$ cat src/rtl/data_shifter_scale_ctrl.sv
// ----------------------------------------------------------------------------
// data_shifter_scale_ctrl
//
// Automatic scaling controller for the single-stage data shifter that reduces
// a wide decimation accumulator sample to a narrow output word. It tracks the
// peak magnitude of valid samples over a window of 2**WINDOW_LOG2 samples. It
// then derives the largest left-shift distance that still keeps HEADROOM spare
// bits below the sign bit. Each sample is registered together with the
// distance applied to it, so the shifter always sees a consistent pair.
//
// Ports
//   clk_in           in   system clock
//   rst_n            in   asynchronous active-low reset
//   sample_in        in   signed two's-complement sample, IN_WIDTH bits
//   sample_valid     in   sample_in qualifier
//   manual_en        in   1 = use manual_distance, automatic update suppressed
//   manual_distance  in   requested manual distance (clamped to MAX_DIST)
//   sample_out       out  registered sample towards the shifter
//   sample_out_valid out  sample_out qualifier
//   distance_out     out  shift distance paired with sample_out
//   gain_drop        out  one-cycle pulse when auto mode reduces the distance
//   window_overrun   out  sticky flag: a window closed while a result was busy
// ----------------------------------------------------------------------------
module data_shifter_scale_ctrl #(
   parameter int IN_WIDTH     = 88,
   parameter int OUT_WIDTH    = 32,
   parameter int WINDOW_LOG2  = 12,
   parameter int HEADROOM     = 2,
   parameter int HOLD_WINDOWS = 4,
   parameter int INIT_DIST    = 0
) (
   input  logic                clk_in,
   input  logic                rst_n,
   input  logic [IN_WIDTH-1:0] sample_in,
   input  logic                sample_valid,
   input  logic                manual_en,
   input  logic [7:0]          manual_distance,
   output logic [IN_WIDTH-1:0] sample_out,
   output logic                sample_out_valid,
   output logic [7:0]          distance_out,
   output logic                gain_drop,
   output logic                window_overrun
);

   localparam int                MAX_DIST   = IN_WIDTH - OUT_WIDTH;
   localparam logic [7:0]        MAX_DIST8  = 8'(MAX_DIST);
   localparam logic [7:0]        INIT_DIST8 = 8'(INIT_DIST);
   localparam logic [7:0]        TOP_IDX8   = 8'(IN_WIDTH - 2 - HEADROOM);
   localparam int                IDX_W      = $clog2(IN_WIDTH);
   localparam logic [IDX_W-1:0]  SCAN_START = IDX_W'(IN_WIDTH - 2);
   localparam int                HOLD_W     = $clog2(HOLD_WINDOWS + 1);
   localparam logic [HOLD_W-1:0] HOLD_LAST  = HOLD_W'(HOLD_WINDOWS);

   typedef enum logic [1:0] {
      ACCUM,
      CALC,
      APPLY
   } state_t;

   state_t                 state;
   logic [WINDOW_LOG2-1:0] win_cnt;
   logic [IN_WIDTH-1:0]    live_peak;
   logic [IN_WIDTH-1:0]    snapshot;
   logic [IDX_W-1:0]       scan_idx;
   logic [7:0]             target;
   logic [7:0]             cur_dist;
   logic [HOLD_W-1:0]      hold_cnt;
   logic [7:0]             hold_min;

   logic [IN_WIDTH-1:0]    mag;
   logic                   window_close;
   logic                   scan_hit;
   logic                   scan_done;
   logic [7:0]             scan_target;
   logic [7:0]             manual_clamped;
   logic [HOLD_W-1:0]      hold_next;
   logic [7:0]             hold_min_next;

   // Ones' complement magnitude: cheaper than negation and only ever one LSB
   // low, which cannot move the leading one by more than the headroom allows.
   assign mag = sample_in ^ {IN_WIDTH{sample_in[IN_WIDTH-1]}};

   // The window counter wraps to zero by itself on the closing sample.
   assign window_close   = sample_valid && (win_cnt == '1);
   assign scan_hit       = snapshot[scan_idx];
   assign scan_done      = scan_hit || (scan_idx == '0);
   assign manual_clamped = (manual_distance > MAX_DIST8) ? MAX_DIST8 : manual_distance;
   assign hold_next      = hold_cnt + 1'b1;
   assign hold_min_next  = (target < hold_min) ? target : hold_min;

   // Distance for the bit currently under the scan pointer. A scan that runs
   // out at bit 0 without a hit means an all-zero peak, so full gain is safe.
   always_comb begin
      scan_target = MAX_DIST8;
      if (scan_hit) begin
         if (8'(scan_idx) >= TOP_IDX8) begin
            scan_target = 8'd0;
         end else if ((TOP_IDX8 - 8'(scan_idx)) > MAX_DIST8) begin
            scan_target = MAX_DIST8;
         end else begin
            scan_target = TOP_IDX8 - 8'(scan_idx);
         end
      end
   end

   // Measurement, leading-one scan and distance decision.
   always_ff @(posedge clk_in or negedge rst_n) begin
      if (!rst_n) begin
         state          <= ACCUM;
         win_cnt        <= '0;
         live_peak      <= '0;
         snapshot       <= '0;
         scan_idx       <= SCAN_START;
         target         <= 8'd0;
         cur_dist       <= INIT_DIST8;
         hold_cnt       <= '0;
         hold_min       <= MAX_DIST8;
         gain_drop      <= 1'b0;
         window_overrun <= 1'b0;
      end else begin
         gain_drop <= 1'b0;

         if (sample_valid) begin
            win_cnt   <= win_cnt + 1'b1;
            live_peak <= window_close ? '0 : (live_peak | mag);
         end

         // A closing window is only captured when the previous result is done;
         // otherwise it is dropped and the overrun is remembered.
         if (window_close && (state != ACCUM)) begin
            window_overrun <= 1'b1;
         end

         case (state)
            ACCUM: begin
               if (window_close) begin
                  snapshot <= live_peak | mag;
                  scan_idx <= SCAN_START;
                  state    <= CALC;
               end
            end
            CALC: begin
               if (scan_done) begin
                  target <= scan_target;
                  state  <= APPLY;
               end else begin
                  scan_idx <= scan_idx - 1'b1;
               end
            end
            APPLY: begin
               state <= ACCUM;
               if (!manual_en) begin
                  // Gain is cut at once but only raised after HOLD_WINDOWS
                  // windows agree, using the most cautious of their targets.
                  if (target < cur_dist) begin
                     cur_dist  <= target;
                     gain_drop <= 1'b1;
                     hold_cnt  <= '0;
                     hold_min  <= MAX_DIST8;
                  end else if (target > cur_dist) begin
                     if (hold_next == HOLD_LAST) begin
                        cur_dist <= hold_min_next;
                        hold_cnt <= '0;
                        hold_min <= MAX_DIST8;
                     end else begin
                        hold_cnt <= hold_next;
                        hold_min <= hold_min_next;
                     end
                  end else begin
                     hold_cnt <= '0;
                     hold_min <= MAX_DIST8;
                  end
               end
            end
            default: state <= ACCUM;
         endcase

         // Manual mode owns the distance; keeping the hold history clear means
         // auto mode restarts cleanly from the manual value.
         if (manual_en) begin
            cur_dist <= manual_clamped;
            hold_cnt <= '0;
            hold_min <= MAX_DIST8;
         end
      end
   end

   // Sample/distance pairing register; the distance only moves with a sample.
   always_ff @(posedge clk_in or negedge rst_n) begin
      if (!rst_n) begin
         sample_out       <= '0;
         sample_out_valid <= 1'b0;
         distance_out     <= INIT_DIST8;
      end else if (sample_valid) begin
         sample_out       <= sample_in;
         sample_out_valid <= 1'b1;
         distance_out     <= cur_dist;
      end else begin
         sample_out_valid <= 1'b0;
      end
   end

endmodule

$ cat config.mk
export PLATFORM = sky130hd
export DESIGN_NAME = data_shifter_scale_ctrl
export DESIGN_NICKNAME = d
export VERILOG_FILES = /design/src/rtl/data_shifter_scale_ctrl.sv
export SDC_FILE = /design/constraint.sdc
export NUM_CORES = 1
export LEC_CHECK = 0
export ABC_AREA = 0
export CORE_MARGIN = 2
export CORE_UTILIZATION = 45
export CTS_BUF_LIST = sky130_fd_sc_hd__clkbuf_8 sky130_fd_sc_hd__clkbuf_16
export CTS_CLUSTER_DIAMETER = 150
export CTS_CLUSTER_SIZE = 8
export DETAILED_ROUTE_END_ITERATION = 6
export PLACE_DENSITY = 0.77
export SLEW_MARGIN = 20
export SYNTH_ARGS = -nofsm -noshare
export SYNTH_HDL_FRONTEND = slang
export SYNTH_SLANG_ARGS = --single-unit
$ cat constraint.sdc
create_clock -name clk_in -period 2.9 [get_ports clk_in]
set_clock_uncertainty 0.2 [all_clocks]
set_input_delay 0.29 -clock clk_in [delete_from_list [all_inputs] [get_ports clk_in]]
set_output_delay 0.29 -clock clk_in [all_outputs]
set_load 0.005 [all_outputs]
Yosys cells after proc, flatten, opt, wreduce, memory -nomap -nowiden. Cells that the tools add are included. W data, S select, Z words.

Equality and inequality tests: 7. Div/mod/pow operators: 0. Mux-type cells: 33. Add/subtract/negate cells: 4. Magnitude comparators: 7. Shift-type cells: 0. Multiply operators: 0. Bitwise operators: 2. Reductions and logical operators: 15.

Operators by type and width (number): $mux W8 (15); $mux W88 (1); $or A88 B88 Y88 (1); $xor A88 B88 Y88 (1); $gt A8 B6 Y1 const B (2); $lt A8 B8 Y1 (2); $mux W3 (5); $mux W7 (2); $pmux W7 S2 (1); $add A12 B1 Y12 const B (1); $eq A12 B12 Y1 const B (1); $gt A8 B8 Y1 (1); $lt A7 B8 Y1 const B (1); $sub A7 B7 Y8 const A (1); $bmux W1 S7 (1); $ge A7 B7 Y1 const B (1); $logic_not A7 Y1 (1); $sub A7 B1 Y7 const B (1); $ne A2 B2 Y1 const B (3); $reduce_and A2 Y1 (3); $reduce_and A3 Y1 (2); $reduce_bool A2 Y1 (3); $reduce_bool A3 Y1 (2); $mux W1 (5); 9 further kinds (11).

Output and inout bits: 99. Input port bits: 100. Latch bits: 0. Memories kept: 0. Bits in read-only memories: 0. Register bits: 323. Memory bits (writable): 0.

Depth between registers and ports, before layout. Gate-level depths: netlist of the first run.

Depth in word-level cells: 7. Gate-level depth with buffers: 13. Gate-level depth less buffers: 10.

Worst setup path before layout of the first run. Ideal clock, no wire load.

Kind: reg2reg. Start: register hold_min[5]. End: register cur_dist[7]. Period minus slack after synthesis: 2661 ps. Setup slack: 239 ps. Buffers on the path: 0. Arrival: 2328 ps. Setup time: 134 ps. Cell stages (with the launch flop): 9. Path through: dfstp_2 -> inv_1 -> ha_1 -> a2111oi_0 -> nor2b_1 -> a221o_1 -> mux2_2 -> nand3_1 -> a31oi_1.

Longest elaborated chain between the ends: 7.

RTL lines: start: declaration (RTL line 68) `logic [7:0] hold_min;`; start signal: assignment (RTL line 167) `hold_min <= hold_min_next;`; $lt A8 B8 Y1 (RTL line 89) `assign hold_min_next = (target < hold_min) ? target : hold_min;`; $mux W8 (RTL line 89); $mux W8 (RTL line 161) `if (hold_next == HOLD_LAST) begin`; $mux W8 (RTL line 160) `end else if (target > cur_dist) begin`; $mux W8 (RTL line 155) `if (target < cur_dist) begin`; $mux W8 (RTL line 134) `case (state)`; $mux W8 (RTL line 180) `if (manual_en) begin`; end signal: assignment (RTL line 156) `cur_dist <= target;`; end signal: assignment (RTL line 162) `cur_dist <= hold_min_next;`; end signal: assignment (RTL line 181) `cur_dist <= manual_clamped;`; end: declaration (RTL line 66) `logic [7:0] cur_dist;`.

Every way passes these cells. The select of a mux whose other input is x is not followed. A chain may end at the register's enable or synchronous reset.

Final worst setup path of the first run.
Start: register scan_idx[0]. End: register target[0].

Longest elaborated chain between the ends: 5.

RTL lines: start: declaration (RTL line 64) `logic [IDX_W-1:0] scan_idx;`; start signal: assignment (RTL line 147) `scan_idx <= scan_idx - 1'b1;`; $sub A7 B7 Y8 (RTL line 98, 101); $gt A8 B6 Y1 (RTL line 98) `end else if ((TOP_IDX8 - 8'(scan_idx)) > MAX_DIST8) begin`; $mux W8 (RTL line 98); $mux W8 (RTL line 96) `if (8'(scan_idx) >= TOP_IDX8) begin`; $mux W8 (RTL line 95) `if (scan_hit) begin`; end signal: assignment (RTL line 144) `target <= scan_target;`; end: declaration (RTL line 65) `logic [7:0] target;`.

Parallel ways exist; a longest one is shown, timed or not. The select of a mux whose other input is x is not followed.

==> run metrics, run 1 <==
status completed; Net Sw Frac 23.2%; via count of the routed design 10600; EDFF count, synth 0; share of the synthesized area in the top cell type 54.6%; Yosys Warn Count 0; max-slew violations 0; iteration count of the initial detailed-routing pass 4; clk_lat worst skew 0.54 ns; drt via density 5.37; CP dominant cell by count buf_4; CP cell instances buf_12 > mux4_2 > mux2_2 > nor3b_1 > buf_4 > o211ai_4 > and2b_1 > buf_4 > o22ai_1; Worst EP required 3.15 ns; largest net degree at the start of global routing 187; crit share post-route 94.4%; ys async rst share 100%; Sw Pwr 2.47 mW; Max IR drop VDD 442 uV; GR Overflow Total 0; CP startpoint kind flip-flop; CTS Sinks 321; most used cells in the layout excluding fill and tap cells dfrtp_1 (313), nor2_1 (283), clkdlybuf4s50_1 (195), a21oi_1 (107), mux2_2 (99); Die Height 183 microns; Port Buffers 198; CP endpoint kind flip-flop; initial antenna violation count 0; H-tree depth 2; Hold Path Class input pin to async pin; commonest non-fill, non-tap cell in the layout dfrtp_1; final core occ 58.0%; sequential share of the synthesized area 55.9%; share of cells above drive strength 1 13.8%; Final Hold Viols 0; I/O Pins 199; initial core utilization 45.6%; maxcap violations 0; worst slew pin tran 0.976 ns; Cell Area, Synth 14400 sq um; Syn Area/Cell 10.8 sq um; CP max stage cell mux4_2; internal power 8.17 mW; critical path type flip-flop to flip-flop; # diodes 0; vias in the first global route 10900; crit path DAT 2.98 ns; DPL Wire Length 21900 microns; row count 65; met3 usage 3.79%; Global Route Usage Sum 20.1%; relative slew slack 34.9%; RSZ-0062 raised after global routing false; Post-Route WL 33300 microns; FF+latch count, synth 321; net count after synthesis 1448; pwr dens 581 nW/um^2; synth top area cells dfrtp_1 (55%), mux2_2 (7.7%), nor2_1 (7.4%); post-synth cell types 60; first-pass GRT wire length 55400 microns; area occupied by multi-input gates 5960 sq um; Die ar. 33400 sq um; post-DR wirelength/cell 16.9 microns; Flop pwr share 45.2%; area leader, netlist dfrtp_1; Peak Freq 365 MHz; clock power share 44.9%; busiest grt layer met2; met1 Use GR 27.2%; CP Max Fanout 23; final cell count without fillers 1967; layout overhead on the synthesized area 27.2%; routability cong. 0.861; setup TNS 0 ns; die width 183 microns; Core Area 31600 sq um; final non-filler cell area 18300 sq um; Worst-path clk slew 0.05 ns; Gate Count Post-Synth 1328; FILL cells 2615; CTS root buf clkbuf_16; GRT met2 Usage 33.9%; FF/Latch Area 8040 sq um; worst-case clock buffer depth 3; Post-Place Cells 1888; Nets 1657; setup violators final 0; Final min period 2.74 ns; Pleak 7.64 nW; DP Area 17000 sq um; cts bufs inserted 46; TritonCTS clock tree built; Comb pwr share 9.9%; # DRC 0; Detail Route Antenna Nets 0; DR iter-0 viols 731; slowest stage delay, CP 0.53 ns; predominant post-synthesis flop cell dfrtp_1
-- layout make-up --
class,instances,area share [%]
sequential,321,44.0
multi-input combinational,908,32.6
timing repair buffer,232,13.0
clock buffer,47,6.43
tap,402,2.75
clock inverter,29,0.759
inverter,28,0.574
-- registers in the layout, summed over array words and instances, names as in the netlist, 2 cells and up --
signal and count:
sample_out 88, win_cnt 12, distance_out 8, cur_dist 8, scan_idx 7, hold_cnt 3, hold_min 8, state 2
snapshot 87, live_peak 87, target 8
-- worst paths after layout --
check	startpoint	end	slack, ns	cells past startpoint
worst max-delay path	scan_idx[0]	target[0]	0.16	9
worst max register to register	scan_idx[0]	target[0]	0.16	9
max in group asynchronous	rst_n	snapshot[50]	1.55	3
worst min register to register	win_cnt[11]	win_cnt[11]	0.27	1
min in group clk_in	sample_in[13]	sample_out[13]	0.21	2
worst min-delay path	rst_n	sample_out[3]	0.15	2
-- cell usage after synthesis, drive strengths merged (8+ instances only) --
library cell  count
nor3             95
mux4             11
o22ai             8
mux2i            27
inv              27
nand3            11
xnor2            12
ha               20
nor2b            12
nor2            284
a21oi           107
nand2            22
a22oi            12
xor2             91
buf              14
mux2             99
clkbuf           57
o21ai            20
nand4             9
dfrtp           314
-- cell families after synthesis --
logic type | share of synthesized area (%)
XOR/XNOR | 6.27
buffers and inverters | 2.86
adder cells (fa/ha/maj) | 1.74
AND/OR/NAND/NOR | 13.8
AO/OA/AOI/OAI | 8.05
multiplexers | 11.3
flip-flops | 55.9
-- power by group through the flow --
stage | clock, mW | sequential (mW) | combinational [mW]
after floorplan | 0 | 4.87 | 0.407
after global placement | 0 | 4.86 | 1.04
after detailed placement | 0 | 4.88 | 1.07
after CTS | 4.88 | 4.81 | 1.08
after global routing | 5.10 | 4.83 | 1.16
final | 4.77 | 4.80 | 1.06
-- per-stage QoR --
stage / setup WS (ns) / power [mW] / hold WS (ns)
2_1_floorplan: 0.239 / 5.28 / -0.206
3_3_place_gp: 0.156 / 5.91 / 0.129
3_5_place_dp: 0.0978 / 5.94 / 0.135
4_1_cts: 0.0828 / 10.8 / 0.174
5_1_grt: 0.00929 / 11.1 / 0.210
6_report: 0.163 / 10.6 / 0.154
-- worst max-delay path, delay by kind of cell (launching register included) --
kind            cells  cell delay [ns]
mux                 2             0.80
simple gates        2             0.45
flops               1             0.38
buf+inv             3             0.55
compound gates      2             0.26
-- repair_timing --
action,in CTS,in global routing
endpoints found under the setup margin,0,6
hold buffers,2,0
endpoints found under the hold margin,71,0
setup buffers,0,1
gates resized for setup,0,2
-- metal layers --
metal	share of wire [%]	routed length, microns	up-vias
met5	0	0	-
met4	1.6	527	0
met3	4.7	1580	48
met2	50	16500	264
met1	44	14700	5273
li1	-	-	4976
Note: power is estimated with default switching activity, not from simulation.
==> run 2: changes to the inputs <==
Settings changed: GPL_ROUTABILITY_DRIVEN from default to 0.
==> run 2 against run 1 <==
Effect of this change:
- flip-flop and latch count unchanged
- sequential share of layout area increased by 0.072 points
- cell count increased by 0.36%
- core utilization decreased by 0.095 points
- cell area decreased by 0.16%
- register-to-register slack got worse by 0.09 ns
- wire length increased by 0.84%
- sequential power about the same
==> run metrics, run 2 (synthesis gave the netlist of run 1 again) <==
CTS root buf clkbuf_16; Final min period 2.82 ns; TritonCTS clock tree built; internal power 8.17 mW; commonest non-fill, non-tap cell in the layout dfrtp_1; row count 65; DR iter-0 viols 722; H-tree depth 2; I/O Pins 199; Final Hold Viols 0; setup TNS 0 ns; Detail Route Antenna Nets 0; post-DR wirelength/cell 17.0 microns; CP cell instances nor2b_1 > a22oi_1 > a21oi_1 > or4_4 > o211ai_4 > nand2_4 > or3_1 > and4_1; top flop regs sample_out: 88 flops, live_peak: 87 flops, snapshot: 87 flops; maxcap violations 0; status completed; GR Overflow Total 0; DP Area 16900 sq um; worst r2r src scan_idx[2]; critical path type flip-flop to flip-flop; clock power share 44.9%; via count of the routed design 10600; Pleak 7.67 nW; worst r2r path cells 8; largest net degree at the start of global routing 187; die width 183 microns; slowest stage delay, CP 0.65 ns; Top reg by flops sample_out; Net Sw Frac 23.1%; Worst R2R End scan_idx[4]; CP Max Fanout 9; Worst-path clk slew 0.06 ns; worst-case clock buffer depth 3; DPL Wire Length 21900 microns; crit path DAT 3.08 ns; CTS Sinks 321; worst setup path endpoint scan_idx[4]; max reg flops 88; layout overhead on the synthesized area 27.0%; initial core utilization 45.6%; # diodes 0; Peak Freq 354 MHz; Sw Pwr 2.45 mW; Die Height 183 microns; cts bufs inserted 46; final non-filler cell area 18300 sq um; crit share post-route 97.3%; Port Buffers 198; clk_lat worst skew 0.54 ns; initial antenna violation count 0; CP startpoint scan_idx[2]; CP endpoint kind flip-flop; final core occ 57.9%; Post-Route WL 33600 microns; # DRC 0; share of cells above drive strength 1 13.7%; CP max stage cell dfstp_2; Core Area 31600 sq um; setup violators final 0; Nets 1655; Worst EP required 3.15 ns; first-pass GRT wire length 55100 microns; Hold Path Class input pin to async pin; FILL cells 2581; CP startpoint kind flip-flop; Comb pwr share 9.9%; R2R Setup Slk 0.08 ns; Flop pwr share 45.2%; Global Route Usage Sum 20.1%; hold slack final 0.0899 ns; Max IR drop VDD 411 uV; relative slew slack 29.7%; worst slew pin tran 1.05 ns; max-slew violations 0; Die ar. 33400 sq um; pwr dens 581 nW/um^2; iteration count of the initial detailed-routing pass 5; most used cells in the layout excluding fill and tap cells dfrtp_1 (313), nor2_1 (283), clkdlybuf4s50_1 (195), a21oi_1 (107), mux2_2 (99); vias in the first global route 11000; drt via density 5.39; RSZ-0062 raised after global routing true
[run 2: cell count changes in the layout (fill, tap and decap cells not counted), sizes merged]
cell / previous run / this run
buf: 35 / 33
clkinv: 4 / 2
inv: 53 / 64
[run 2: worst min-delay path by stage]
stage          start         endpoint  slack, ns
6_report       rst_n       win_cnt[8]       0.09
5_1_grt        rst_n       win_cnt[5]       0.13
4_1_cts        rst_n       win_cnt[5]       0.10
3_5_place_dp   rst_n  distance_out[6]       0.06
3_3_place_gp   rst_n  distance_out[6]       0.06
2_1_floorplan  rst_n      cur_dist[0]      -0.21
[run 2: timing repair]
item	in CTS	in global routing
hold endpoints to repair	250	0
buffers inserted	0	0
resized for setup	0	5
hold buffers	2	0
setup endpoints to repair	0	11
[run 2: worst max-delay path, delay by kind of cell, from the launching register on]
family           cells  cell delay (ns)
AND/OR/NAND/NOR      5             1.29
flip-flops           1             0.65
AO/OA/AOI/OAI        3             0.61
[run 2: area by class of cell]
type                    count  area, sq um  share of cell area (%)
flip-flops and latches    321         8040                    44.0
inverters                  28          105                   0.575
clock inverters            38          153                   0.836
clock buffers              47         1180                    6.44
repair buffers            230         2330                    12.7
multi-input cells         908         5960                    32.6
well taps                 402          503                    2.75
[run 2: metrics by stage]
stage | worst slack (ns) | power [mW] | cells
after global routing | -0.0634 | 11.1 | 1974
final | 0.0769 | 10.6 | 1974
after floorplan | 0.239 | 5.28 | 1328
after detailed placement | 0.0543 | 5.94 | 1887
after CTS | 0.0221 | 10.8 | 1974
after global placement | 0.171 | 5.90 | 1887
[run 2: power groups by stage]
stage               clock network (mW)  logic [mW]  registers [mW]
CTS                               4.88        1.07            4.81
finish                            4.77        1.05            4.81
floorplan                            0       0.407            4.87
detailed placement                   0        1.06            4.88
global route                      5.09        1.15            4.83
global placement                     0        1.04            4.86
[run 2: per-layer routing]
| metal | vias up | share of wire, % | routed length, microns | global-route usage, % |
|---|---|---|---|---|
| li1 | 4986 | - | - | - |
| met1 | 5298 | 43 | 14500 | 26.7 |
| met2 | 303 | 50 | 16800 | 34.4 |
| met3 | 48 | 5.3 | 1760 | 3.73 |
| met4 | 0 | 1.5 | 501 | 4.86 |
| met5 | - | 0 | 0 | 0 |
